**config.mk**
```make
export PLATFORM = sky130hd
export DESIGN_NAME = choose_scan_flat
export DESIGN_NICKNAME = d
export VERILOG_FILES = /design/src/rtl/choose_scan_pkg.sv /design/src/rtl/choose_scan_if.sv /design/src/rtl/choose_scan_hold_timer.sv /design/src/rtl/choose_scan.sv /design/src/flat_wrapper.sv
export SDC_FILE = /design/constraint.sdc
export NUM_CORES = 1
export LEC_CHECK = 0
export BUFFER_PORTS_ARGS = -buffer_cell sky130_fd_sc_hd__buf_2
export CAP_MARGIN = 10
export CORE_AREA = 2 2 55 83
export DETAILED_ROUTE_END_ITERATION = 8
export DIE_AREA = 0 0 57 85
export PLACE_DENSITY_LB_ADDON = 0.08
export SYNTH_ARGS = -nofsm -noshare
export SYNTH_HDL_FRONTEND = slang
export SYNTH_SLANG_ARGS = --single-unit
export TNS_END_PERCENT = 50
```
**constraint.sdc**
```tcl
create_clock -name clk -period 1.9 [get_ports clk]
set_clock_uncertainty 0.05 [all_clocks]
set_input_delay 0.19 -clock clk [delete_from_list [all_inputs] [get_ports clk]]
set_output_delay 0.19 -clock clk [all_outputs]
set_load 0.01 [all_outputs]
```
**src/rtl/choose_scan_pkg.sv**
```systemverilog
// Shared types and sizes for the choose_scan address sequencer.
// Imported by the interface, the hold timer and the top.
package choose_scan_pkg;

    localparam int NUM_CH = 4;
    localparam int ADDR_W = 2;
    localparam int HOLD_W = 8;

    typedef enum logic [1:0] {
        IDLE = 2'd0,
        SCAN = 2'd1,
        DONE = 2'd2
    } state_t;

endpackage

```
**src/rtl/choose_scan_if.sv**
```systemverilog
// Scan-control and capture bundle between a requester/4:1 mux and choose_scan.
// The master drives start/abort/M; the slave (choose_scan) drives everything else.
interface choose_scan_if;
    import choose_scan_pkg::*;

    logic              start;
    logic              abort;
    logic              M;
    logic [ADDR_W-1:0] addr;
    logic              N;
    logic [NUM_CH-1:0] data;
    logic              valid;
    logic              busy;
    logic              changed;

    modport master (
        output start, abort, M,
        input  addr, N, data, valid, busy, changed
    );

    modport slave (
        input  start, abort, M,
        output addr, N, data, valid, busy, changed
    );

endinterface

```
**src/rtl/choose_scan_hold_timer.sv**
```systemverilog
// Per-address settle counter: tick marks the last hold cycle (count == HOLD_CYCLES-1).
// Zero latency on tick; clr has priority over en.
module hold_timer
    import choose_scan_pkg::*;
#(
    parameter int HOLD_CYCLES = 1
) (
    input  logic clk,
    input  logic rst_n,
    input  logic clr,
    input  logic en,
    output logic tick
);

    localparam logic [HOLD_W-1:0] LAST = HOLD_W'(HOLD_CYCLES - 1);

    logic [HOLD_W-1:0] count;

    always_ff @(posedge clk or negedge rst_n) begin
        if (!rst_n) begin
            count <= '0;
        end else if (clr) begin
            count <= '0;
        end else if (en) begin
            count <= count + HOLD_W'(1);
        end
    end

    assign tick = en && (count == LAST);

endmodule

```
**src/rtl/choose_scan.sv**
```systemverilog
// Sweeps addr 0..3, samples M after HOLD_CYCLES each, emits a 4-bit word; start-to-valid 4*HOLD_CYCLES+1.
// No backpressure: start during a scan is dropped. CHOOSE_SCAN_CHANGE_DETECT_EN enables the changed flag.
module choose_scan
    import choose_scan_pkg::*;
#(
    parameter int HOLD_CYCLES = 1
) (
    input  logic          clk,
    input  logic          rst_n,
    choose_scan_if.slave  bus
);

    state_t            state;
    state_t            state_nxt;
    logic              tick;
    logic              timer_clr;
    logic              sample;
    logic              finish;
    logic [ADDR_W-1:0] addr;
    logic [NUM_CH-1:0] shadow;
    logic [NUM_CH-1:0] word;
    logic [NUM_CH-1:0] data;

    hold_timer #(
        .HOLD_CYCLES (HOLD_CYCLES)
    ) u_hold_timer (
        .clk   (clk),
        .rst_n (rst_n),
        .clr   (timer_clr),
        .en    (state == SCAN),
        .tick  (tick)
    );

    // Restart the settle count for every address and whenever we are not scanning.
    assign timer_clr = (state != SCAN) || tick;

    always_ff @(posedge clk or negedge rst_n) begin
        if (!rst_n) begin
            state <= IDLE;
        end else begin
            state <= state_nxt;
        end
    end

    always_comb begin
        state_nxt = state;
        sample    = 1'b0;
        finish    = 1'b0;
        case (state)
            IDLE, DONE: begin
                if (bus.start && !bus.abort) begin
                    state_nxt = SCAN;
                end else begin
                    state_nxt = IDLE;
                end
            end
            SCAN: begin
                if (bus.abort) begin
                    state_nxt = IDLE;
                end else if (tick) begin
                    sample = 1'b1;
                    if (addr == ADDR_W'(NUM_CH - 1)) begin
                        finish    = 1'b1;
                        state_nxt = DONE;
                    end
                end
            end
            default: state_nxt = IDLE;
        endcase
    end

    // The last channel goes straight from M into the word, never through the shadow.
    always_comb begin
        word             = shadow;
        word[NUM_CH-1]   = bus.M;
    end

    always_ff @(posedge clk or negedge rst_n) begin
        if (!rst_n) begin
            addr   <= '0;
            shadow <= '0;
            data   <= '0;
        end else begin
            if (state_nxt != SCAN) begin
                addr   <= '0;
                shadow <= '0;
            end else if (sample) begin
                shadow[addr] <= bus.M;
                addr         <= addr + ADDR_W'(1);
            end
            if (finish) begin
                data <= word;
            end
        end
    end

    assign bus.addr  = addr;
    assign bus.data  = data;
    assign bus.busy  = (state == SCAN);
    assign bus.N     = (state == SCAN);
    assign bus.valid = (state == DONE);

`ifdef CHOOSE_SCAN_CHANGE_DETECT_EN
    // data itself still holds the previous word at the completing edge.
    logic changed_q;

    always_ff @(posedge clk or negedge rst_n) begin
        if (!rst_n) begin
            changed_q <= 1'b0;
        end else begin
            changed_q <= finish && (word != data);
        end
    end

    assign bus.changed = changed_q;
`else
    assign bus.changed = 1'b0;
`endif

endmodule

```
**src/flat_wrapper.sv**
```systemverilog
// flat-port wrapper written by rule: the top's interface ports become plain ports
module choose_scan_flat import choose_scan_pkg::*;
#(
    parameter int HOLD_CYCLES = 1
)
  (clk, rst_n, bus_start, bus_abort, bus_M, bus_addr, bus_N, bus_data, bus_valid, bus_busy, bus_changed);
  choose_scan_if bus_i ();
  input  logic clk;
  input  logic rst_n;
  input wire logic [$bits(bus_i.start)-1:0] bus_start;
  input wire logic [$bits(bus_i.abort)-1:0] bus_abort;
  input wire logic [$bits(bus_i.M)-1:0] bus_M;
  output wire logic [$bits(bus_i.addr)-1:0] bus_addr;
  output wire logic [$bits(bus_i.N)-1:0] bus_N;
  output wire logic [$bits(bus_i.data)-1:0] bus_data;
  output wire logic [$bits(bus_i.valid)-1:0] bus_valid;
  output wire logic [$bits(bus_i.busy)-1:0] bus_busy;
  output wire logic [$bits(bus_i.changed)-1:0] bus_changed;
  assign bus_i.start = bus_start;
  assign bus_i.abort = bus_abort;
  assign bus_i.M = bus_M;
  assign bus_addr = bus_i.addr;
  assign bus_N = bus_i.N;
  assign bus_data = bus_i.data;
  assign bus_valid = bus_i.valid;
  assign bus_busy = bus_i.busy;
  assign bus_changed = bus_i.changed;
  choose_scan #(.HOLD_CYCLES(HOLD_CYCLES)) u_core (.clk(clk), .rst_n(rst_n), .bus(bus_i));
endmodule
```
==> flow_metrics.py, run 1 <==
metrics = {
    "synthesis": {
        "ys.warnings.count": 0,
        "synth_top_area_cell": "sky130_fd_sc_hd__dfrtp_1",
        "synth-edff-count": 0,
        "syn_avg_cell_area_um2": 11.36,
        "ys_top_cells_by_count": "sky130_fd_sc_hd__dfrtp_1 (19), sky130_fd_sc_hd__nand3_1 (9), sky130_fd_sc_hd__nor2_1 (8)",
        "synth.lib_cells_used.distinct": 30,
        "async_flop_share_pct": 100.0,
        "dominantRegCellSynth": "sky130_fd_sc_hd__dfrtp_1",
        "ys_ff_latch": 19,
        "synth-seq-area-share_pct": 47.56,
        "synth_top_area_share_pct": 47.56,
        "synth_cells": 88,
        "yosys.cell_count.top_type": "sky130_fd_sc_hd__dfrtp_1",
        "syn-num-nets": 99,
        "synth_top_cells_by_area": "sky130_fd_sc_hd__dfrtp_1 (48%), sky130_fd_sc_hd__ha_1 (7.5%), sky130_fd_sc_hd__mux2_4 (6.0%)",
        "mappedNetlistArea_um2": 999.7,
    },
    "run": {
        "timing.max_cap.violations": 0,
    },
    "route": {
        "finalWirelength_um": 2084,
        "route.detailed.vias_per_inst": 4.550,
        "route.met2.wl_um": 1218,
        "detailedRoute.firstIterationViolations": 10,
        "topRoutingLayerUsed": "met4",
        "met3WireLength_um": 56,
        "route.antenna.remaining_nets": 0,
        "wl_met1_um": 785,
        "drc": 0,
        "wire_per_inst_um": 13.80,
        "detailroute.via_count": 687,
        "detailedRoute.firstPassIterationCount": 4,
    },
    "timing": {
        "setup_tns_ps": 0,
        "post-route-min-period_ps": 1661,
        "setup_viol_count_final": 0,
        "setup_slack_ps": 238.6,
        "post-route-period-util_pct": 87.44,
        "final-max-slew-violation-count": 0,
        "max_freq_mhz": 601.9,
        "finalHoldViolations": 0,
        "rsz0062_at_grt": "no",
        "finalHoldWorstSlack_ps": 86.00,
    },
    "layout": {
        "nNetsFinal": 117,
        "instances_no_fill": 151,
        "areaGrowthSynthToFinish_pct": 17.15,
        "layout_cells_sized_above_1_pct": 26.67,
        "fillers": 457,
        "area_of_the_multi_input_gates_um2": 490.5,
        "layout.area.seq_um2": 475.5,
        "antenna_cells": 0,
    },
    "floorplanning": {
        "die_height_um": 85,
        "initial_utilization_pct": 24.17,
        "fp.dieW_um": 57,
        "core_area_mm2": 0.004136,
        "dieArea_mm2": 0.004845,
        "top_level_ports": 15,
        "rows": 29,
    },
    "min_path": {
        "worstHoldEndpoint": "u_core.bus.addr[0]$_DFFE_PN0P_",
        "hold_crit_start": "bus_abort",
        "number_of_stages_on_the_worst_hold_path": 2,
        "hold_class": "in2reg",
    },
    "place": {
        "place_hpwl_um": 1661,
        "place.gp.congestion": 0.7451,
        "port-buffer-count": 13,
        "placed_cells": 146,
        "dp_worst_setup_slack_ps": 233.9,
    },
    "worst_setup_path": {
        "worst_setup_path_end_kind": "flop",
        "worst_case_reg_to_reg_path_depth": 6,
        "max_stage_delay_ps": 430,
        "cells_along_the_critical_path": "inv_1 -> ha_1 -> nor3b_2 -> and2_4 -> nand3_4 -> mux2_4",
        "cp.arrival_ps": 1760,
        "critical_path.slowest_cell": "sky130_fd_sc_hd__dfrtp_1",
        "r2r-start": "u_core.u_hold_timer.count[0]$_DFFE_PN0P_",
        "timing.critical_path.from_type": "flop",
        "critPathRequiredTime_ps": 2000,
        "setup.worst_path.class": "reg2reg",
        "timing.critical_path.max_delay_family": "simple AND/OR/NAND/NOR gates",
        "rrSetupSlack_ps": 240,
        "critical_path.n_buffers_inverters": 1,
        "rr_endpoint": "u_core.bus.data[1]$_DFFE_PN0P_",
        "worstSetupStartpoint": "u_core.u_hold_timer.count[0]$_DFFE_PN0P_",
        "critical_path_peak_fanout": 6,
    },
    "run_status": {
        "run_status": "finished, final reports clean",
    },
    "global_routing": {
        "grt_pass1_wl_um": 3532,
        "globalRoute.totalOverflow": 0,
        "grt_util_all_layers_pct": 9.603,
        "antenna_found_initial": 0,
        "grt_start_max_net_pins": 20,
        "first_global_vias": 754,
    },
    "cts": {
        "clk_latency_ps": 260,
        "cts_tree": "yes",
        "clk_root_buffer_cell": "sky130_fd_sc_hd__clkbuf_8",
        "max-clock-path-buffers": 2,
        "cts_sinks": 19,
        "worst_setup_hold_path_clk_slew_ps": 80,
        "number_of_buffers_inserted_during_clock_tree_synthesis": 3,
        "htree_num_levels": 1,
    },
    "power": {
        "power_density_mw_per_mm2": 654.1,
        "p_leak_nw": 0.5736,
        "vdd.ir_drop.worst_v": 0.0003237,
    },
}
-- flip-flops by register name, summed over array words and instances (netlist names) --
| register | count |
|---|---|
| u_core.bus.data | 4 |
| u_core.bus.addr | 2 |
| u_core.u_hold_timer.count | 8 |
| u_core.state | 2 |
| u_core.shadow | 3 |
-- layout by cell type (no fill, tap or decap), drive strengths merged --
master,instances
clkbuf,3
nand3,10
ha,6
nor2,8
and4,1
and3,4
xor2,5
dfrtp,19
buf,14
a21oi,3
a21boi,1
o211ai,1
inv,5
nand2b,2
mux2,4
xnor2,1
conb,1
o2bb2ai,1
clkinv,1
nor2b,1
dlygate4sd3,1
and2,1
nor4,1
o21a,1
nand2,4
or3,1
nor3b,2
o21ai,1
a32o,2
-- stage by stage --
step	utilization, %	total power, mW	instance area, µm²
after CTS	28.31	0.7876	1171
after floorplan	-	0.4570	999.7
after detailed placement	26.95	0.4863	1115
after global placement	26.95	0.4874	1115
after global routing	28.31	0.8083	1171
final	28.31	0.7660	1171
-- how the worst max path moves through the flow --
stage                                           to  slack [ps]  cells after the start
CTS                 u_core.bus.data[3]$_DFFE_PN0P_         220                      6
global route        u_core.bus.addr[0]$_DFFE_PN0P_          80                      6
global placement    u_core.bus.data[1]$_DFFE_PN0P_         260                      6
detailed placement  u_core.bus.data[2]$_DFFE_PN0P_         230                      6
floorplan           u_core.bus.data[0]$_DFFE_PN0P_         350                      6
finish              u_core.bus.data[1]$_DFFE_PN0P_         240                      6
-- area by class of cell --
class	instances	area share, %
Multi-Input combinational cell	62	41.88
Sequential cell	19	40.60
Timing Repair Buffer	15	7.051
Tap cell	46	4.915
Clock buffer	3	3.526
Inverter	5	1.603
Clock inverter	1	0.4274
-- cell families after synthesis --
group                      Yosys count  synth area share [%]
adders and majority gates            6                 7.509
buffers and inverters                7                 3.379
and+or+nand+nor                     35                 22.40
AOI/OAI and AO/OA                   10                 7.510
DFF                                 19                 47.56
muxes                                4                 6.008
xor gates and xnor gates             6                 5.257
other                                1                0.3751
-- what timing repair did --
item	4_1_cts	5_1_grt
gates resized for setup	0	0
buffers inserted	0	0
hold endpoints to repair	19	0
hold buffers	1	0
-- report_power, final --
part	switching (mW)	internal [mW]	leakage (nW)	total, mW
combinational	0.0394	0.0233	0.285	0.0627
sequential	0.00586	0.409	0.263	0.415
clock	0.142	0.146	0.0255	0.288
-- routing by layer --
layer,GRT usage [%],up-vias
li1,-,334
met1,9.610,341
met2,18.29,10
met3,1.982,2
met4,4.440,0
met5,0,-
No activity file was read; power rests on OpenSTA's default activity.
==> run 2, diff against run 1 <==
--- a/config.mk
+++ b/config.mk
@@ -5,11 +5,11 @@
 export SDC_FILE = /design/constraint.sdc
 export NUM_CORES = 1
 export LEC_CHECK = 0
-export BUFFER_PORTS_ARGS = -buffer_cell sky130_fd_sc_hd__buf_2
 export CAP_MARGIN = 10
 export CORE_AREA = 2 2 55 83
 export DETAILED_ROUTE_END_ITERATION = 8
 export DIE_AREA = 0 0 57 85
+export DONT_BUFFER_PORTS = 1
 export PLACE_DENSITY_LB_ADDON = 0.08
 export SYNTH_ARGS = -nofsm -noshare
 export SYNTH_HDL_FRONTEND = slang
==> constraint.sdc (replaced) <==
create_clock -name clk -period 1.7 [get_ports clk]
set_clock_uncertainty 0.05 [all_clocks]
set_input_delay 0.17 -clock clk [delete_from_list [all_inputs] [get_ports clk]]
set_output_delay 0.17 -clock clk [all_outputs]
set_load 0.01 [all_outputs]
==> flow_metrics.py, run 2 (same netlist as run 1, synthesis figures left out) <==
metrics = {
    "run_status": {
        "run_status": "finished, final reports clean",
    },
    "layout": {
        "most-common-layout-cells": "sky130_fd_sc_hd__dfrtp_1 (19), sky130_fd_sc_hd__nand3_1 (9), sky130_fd_sc_hd__buf_4 (9), sky130_fd_sc_hd__nor2_1 (8), sky130_fd_sc_hd__ha_1 (6)",
        "antenna_cells": 0,
        "reg_top3": "u_core.u_hold_timer.count (8), u_core.bus.data (4), u_core.shadow (3)",
        "number_of_flip_flops_in_the_largest_register": 8,
        "nNetsFinal": 114,
        "layout_cells_sized_above_1_pct": 22.55,
        "register_bank_with_the_most_flops": "u_core.u_hold_timer.count",
        "layout_commonest_cell": "sky130_fd_sc_hd__dfrtp_1",
        "areaGrowthSynthToFinish_pct": 19.27,
        "instances_no_fill": 148,
    },
    "power": {
        "cell_int_power_mw": 0.6471,
        "p_leak_nw": 0.5650,
        "net-switching-power_mw": 0.2140,
        "vdd.ir_drop.worst_v": 0.0003334,
        "comb_power_share_pct": 8.2,
        "power_density_mw_per_mm2": 722.1,
        "design_power_total_mw": 0.8611,
        "seq_power_share_pct": 53.7,
        "power.switching_fraction_pct": 24.85,
        "p_clk_share_pct": 38.1,
    },
    "floorplanning": {
        "top_level_ports": 15,
        "fp.dieW_um": 57,
        "die_height_um": 85,
        "dieArea_mm2": 0.004845,
        "rows": 29,
        "core_area_mm2": 0.004136,
        "initial_utilization_pct": 24.17,
    },
    "worst_setup_path": {
        "critical_path.slowest_cell": "sky130_fd_sc_hd__dfrtp_1",
        "worst_setup_path_end_kind": "flop",
        "critPathRequiredTime_ps": 1800,
        "cells_along_the_critical_path": "inv_1 -> ha_1 -> nor3b_4 -> and2_4 -> nand3_4 -> mux2_4",
        "critical_path_peak_fanout": 6,
        "timing.critical_path.from_type": "flop",
        "max_stage_delay_ps": 390,
        "setup.worst_path.class": "reg2reg",
        "cp.arrival_ps": 1710,
    },
    "place": {
        "dp_worst_setup_slack_ps": 70.34,
        "place.gp.congestion": 0.6873,
        "placed_cells": 140,
        "port-buffer-count": 0,
        "place_hpwl_um": 1849,
    },
    "timing": {
        "post-route-min-period_ps": 1609,
        "setup_viol_count_final": 0,
        "worstMarginPinSlew_ps": 932.4,
        "rsz0062_at_grt": "yes",
        "max_freq_mhz": 621.4,
        "setup_tns_ps": 0,
        "relSlewSlack_pct": 37.63,
        "setup_slack_ps": 90.64,
        "finalHoldViolations": 0,
        "final-max-slew-violation-count": 0,
        "post-route-period-util_pct": 94.67,
    },
    "global_routing": {
        "grt_start_max_net_pins": 20,
        "first_global_vias": 736,
        "grt_util_all_layers_pct": 10.54,
        "globalRoute.totalOverflow": 0,
        "antenna_found_initial": 0,
        "grt_pass1_wl_um": 3781,
    },
    "cts": {
        "clk_root_buffer_cell": "sky130_fd_sc_hd__clkbuf_8",
        "worst_setup_hold_path_clk_slew_ps": 80,
        "cts_sinks": 19,
        "clk_latency_ps": 260,
        "max-clock-path-buffers": 2,
        "cts_tree": "yes",
        "number_of_buffers_inserted_during_clock_tree_synthesis": 3,
        "htree_num_levels": 1,
    },
    "route": {
        "finalWirelength_um": 2321,
        "route.antenna.remaining_nets": 0,
        "detailroute.via_count": 684,
        "wire_per_inst_um": 15.68,
        "route.detailed.vias_per_inst": 4.622,
        "detailedRoute.firstPassIterationCount": 4,
        "detailedRoute.firstIterationViolations": 9,
        "drc": 0,
    },
    "min_path": {
        "hold_class": "in2reg",
    },
    "run": {
        "timing.max_cap.violations": 0,
    },
}
-- run 2: cell count changes in the layout (fill, tap and decap cells not counted), sizes merged --
| cell | previous run | this run |
|---|---|---|
| buf | 14 | 9 |
| dlygate4sd3 | 1 | 3 |
-- run 2: worst max-delay path: cells and delay by family, from the launching register on --
| kind | cells | cell delay, ps |
|---|---|---|
| adder cells (fa/ha/maj) | 1 | 150 |
| buffers and inverters | 1 | 60 |
| flip-flops | 1 | 390 |
| multiplexers | 1 | 320 |
| AND/OR/NAND/NOR | 3 | 530 |
-- run 2: final timing paths --
path                                                     startpoint                                        to  slack (ps)  depth (start not counted)
setup / recovery           u_core.u_hold_timer.count[0]$_DFFE_PN0P_            u_core.bus.data[3]$_DFFE_PN0P_          90                          6
hold / removal                                            bus_abort              u_core.shadow[0]$_DFFE_PN0P_          80                          3
setup reg to reg           u_core.u_hold_timer.count[0]$_DFFE_PN0P_            u_core.bus.data[3]$_DFFE_PN0P_          90                          6
hold reg to reg                        u_core.shadow[1]$_DFFE_PN0P_            u_core.bus.data[1]$_DFFE_PN0P_         480                          1
max in group asynchronous                                     rst_n  u_core.u_hold_timer.count[3]$_DFFE_PN0P_         590                          1
min in group asynchronous                                     rst_n                 u_core.state[0]$_DFF_PN0_         440                          1
-- run 2: power by group through the flow --
stage               Sequential [mW]  Clock [mW]  Combinational (mW)
floorplan                     0.472           0              0.0385
global placement              0.471           0              0.0587
detailed placement            0.471           0              0.0572
CTS                           0.462       0.348              0.0734
global route                  0.463       0.360              0.0799
finish                        0.462       0.328              0.0708
-- run 2: metrics by stage --
stage               hold WS [ps]  area, µm²  util (%)
floorplan                 -175.6      999.7         -
global placement          -175.1       1102     26.65
detailed placement        -175.1       1102     26.65
CTS                        65.86       1179     28.49
global route               97.70       1192     28.83
finish                     75.09       1192     28.83
-- run 2: layout make-up --
class | instances | area [µm²]
fillers | 450 | 2944
repair buffers | 12 | 97.59
multi-input cells | 62 | 496.7
inverters | 5 | 18.77
clock inverters | 1 | 5.005
flip-flops and latches | 19 | 475.5
well taps | 46 | 57.56
clock buffers | 3 | 41.29
-- run 2: metal layers --
layer / vias up / part of all wire, % / wire length, µm / GRT usage (%)
met5: - / 0 / 0 / 0
met4: 0 / 2.0 / 46 / 5.074
met3: 5 / 2.5 / 58 / 1.524
met2: 11 / 60 / 1381 / 20.59
met1: 343 / 36 / 835 / 10.39
li1: 325 / - / - / -
-- run 2: what timing repair did --
item,in CTS,in global routing
hold endpoints to repair,22,0
resized for setup,0,1
setup buffers,0,1
hold buffers,3,0
setup endpoints to repair,0,4
==> run 3, diff against run 2 <==
--- a/config.mk
+++ b/config.mk
@@ -10,7 +10,6 @@
 export DETAILED_ROUTE_END_ITERATION = 8
 export DIE_AREA = 0 0 57 85
 export DONT_BUFFER_PORTS = 1
-export PLACE_DENSITY_LB_ADDON = 0.08
 export SYNTH_ARGS = -nofsm -noshare
 export SYNTH_HDL_FRONTEND = slang
 export SYNTH_SLANG_ARGS = --single-unit
==> flow_metrics.py, run 3 (same netlist as run 1, synthesis figures left out) <==
metrics = {
    "floorplanning": {
        "die_height_um": 85,
        "dieArea_mm2": 0.004845,
        "rows": 29,
        "top_level_ports": 15,
        "core_area_mm2": 0.004136,
        "initial_utilization_pct": 24.17,
        "fp.dieW_um": 57,
    },
    "layout": {
        "most-common-layout-cells": "sky130_fd_sc_hd__dfrtp_1 (19), sky130_fd_sc_hd__buf_4 (9), sky130_fd_sc_hd__nand3_1 (8), sky130_fd_sc_hd__nor2_1 (8)",
        "areaGrowthSynthToFinish_pct": 19.27,
        "instances_no_fill": 147,
        "layout_commonest_cell": "sky130_fd_sc_hd__dfrtp_1",
        "nNetsFinal": 113,
        "final_design_area_no_fill_mm2": 0.001192,
        "antenna_cells": 0,
        "number_of_flip_flops_in_the_largest_register": 8,
        "layout_cells_sized_above_1_pct": 25.74,
        "register_bank_with_the_most_flops": "u_core.u_hold_timer.count",
        "reg_top3": "u_core.u_hold_timer.count (8), u_core.bus.data (4), u_core.shadow (3)",
    },
    "cts": {
        "clk_root_buffer_cell": "sky130_fd_sc_hd__clkbuf_8",
        "worst_setup_hold_path_clk_slew_ps": 80,
        "number_of_buffers_inserted_during_clock_tree_synthesis": 3,
        "cts_tree": "yes",
        "cts_sinks": 19,
        "htree_num_levels": 1,
        "clk_latency_ps": 260,
        "max-clock-path-buffers": 2,
    },
    "timing": {
        "relSlewSlack_pct": 40.64,
        "rsz0062_at_grt": "yes",
        "post-route-min-period_ps": 1679,
        "setup_viol_count_final": 0,
        "finalHoldViolations": 0,
        "final-max-slew-violation-count": 0,
        "worstMarginPinSlew_ps": 887.5,
        "max_freq_mhz": 595.6,
        "post-route-period-util_pct": 98.76,
    },
    "worst_setup_path": {
        "worst_setup_path_end_kind": "flop",
        "worst_case_reg_to_reg_path_depth": 6,
        "critical_path.n_buffers_inverters": 1,
        "max_stage_delay_ps": 410,
        "critical_path_peak_fanout": 6,
        "setup.worst_path.class": "reg2reg",
        "r2r-start": "u_core.u_hold_timer.count[1]$_DFFE_PN0P_",
        "critical_path.slowest_cell": "sky130_fd_sc_hd__dfrtp_1",
        "cp.arrival_ps": 1780,
        "rrSetupSlack_ps": 20,
        "rr_endpoint": "u_core.bus.data[3]$_DFFE_PN0P_",
        "timing.critical_path.from_type": "flop",
        "timing.critical_path.max_delay_family": "simple AND/OR/NAND/NOR gates",
        "cells_along_the_critical_path": "inv_1 -> ha_2 -> nor3b_4 -> and2_4 -> nand3_4 -> mux2_4",
        "critical_path_depth": 6,
        "critPathRequiredTime_ps": 1800,
    },
    "min_path": {
        "hold_crit_start": "bus_M",
        "number_of_stages_on_the_worst_hold_path": 1,
        "worstHoldEndpoint": "u_core.bus.data[3]$_DFFE_PN0P_",
        "hold_class": "in2reg",
    },
    "route": {
        "finalWirelength_um": 1970,
        "detailroute.via_count": 686,
        "detailedRoute.firstPassIterationCount": 3,
        "drc": 0,
        "route.antenna.remaining_nets": 0,
        "detailedRoute.firstIterationViolations": 26,
        "route.detailed.vias_per_inst": 4.667,
        "wire_per_inst_um": 13.40,
    },
    "global_routing": {
        "grt_start_max_net_pins": 20,
        "first_global_vias": 742,
        "grt_pass1_wl_um": 3505,
        "antenna_found_initial": 0,
        "globalRoute.totalOverflow": 0,
        "grt_util_all_layers_pct": 9.364,
    },
    "power": {
        "design_power_total_mw": 0.8485,
        "vdd.ir_drop.worst_v": 0.0004777,
        "power_density_mw_per_mm2": 711.6,
        "p_leak_nw": 0.5619,
    },
    "place": {
        "placed_cells": 138,
        "placed_area_mm2": 0.001087,
        "port-buffer-count": 0,
        "place_hpwl_um": 1537,
        "place.gp.congestion": 0.8468,
    },
    "run": {
        "timing.max_cap.violations": 0,
    },
    "run_status": {
        "run_status": "finished, final reports clean",
    },
}
-- run 3: how the worst max path moves through the flow --
stage | startpoint | end
finish | u_core.u_hold_timer.count[1]$_DFFE_PN0P_ | u_core.bus.data[3]$_DFFE_PN0P_
floorplan | u_core.u_hold_timer.count[0]$_DFFE_PN0P_ | u_core.bus.data[0]$_DFFE_PN0P_
global placement | u_core.u_hold_timer.count[1]$_DFFE_PN0P_ | u_core.bus.data[0]$_DFFE_PN0P_
global route | u_core.u_hold_timer.count[1]$_DFFE_PN0P_ | u_core.bus.data[3]$_DFFE_PN0P_
CTS | u_core.u_hold_timer.count[1]$_DFFE_PN0P_ | u_core.bus.data[3]$_DFFE_PN0P_
detailed placement | u_core.u_hold_timer.count[1]$_DFFE_PN0P_ | u_core.bus.data[1]$_DFFE_PN0P_
-- run 3: area by class of cell --
type	count	area, µm²
Clock buffer	3	41.29
Fill cell	459	2944
Inverter	5	18.77
Multi-Input combinational cell	62	506.7
Sequential cell	19	475.5
Timing Repair Buffer	11	87.58
Tap cell	46	57.56
Clock inverter	1	5.005
-- run 3: report_power, final --
| group | total (mW) | internal [mW] | switching [mW] |
|---|---|---|---|
| clock | 0.318 | 0.163 | 0.155 |
| sequential | 0.462 | 0.457 | 0.00464 |
| combinational | 0.0685 | 0.0254 | 0.0430 |
-- run 3: through the flow --
stage               worst slack (ps)  hold WS, ps  TNS (ps)  util, %
floorplan                      146.2       -175.6         0        -
global placement               56.14       -175.0         0    26.29
detailed placement            -9.543       -175.1    -28.22    26.29
CTS                            12.15        2.374         0    28.04
global route                  -92.30        5.582    -448.1    28.83
finish                         21.01        3.352         0    28.83
-- run 3: timing repair --
| item | in CTS | in global routing |
|---|---|---|
| hold buffers | 2 | 0 |
| endpoints found under the setup margin | 4 | 13 |
| gates resized for setup | 1 | 5 |
| hold endpoints to repair | 21 | 0 |
| buffers inserted | 0 | 3 |
| pin swaps | 0 | 1 |
-- run 3: metal layers --
layer	share of wire, %	track usage (%)	vias to the layer above
met4	1.6	3.805	0
li1	-	-	328
met1	41	11.16	343
met5	0	0	-
met2	53	16.09	11
met3	3.6	1.982	4
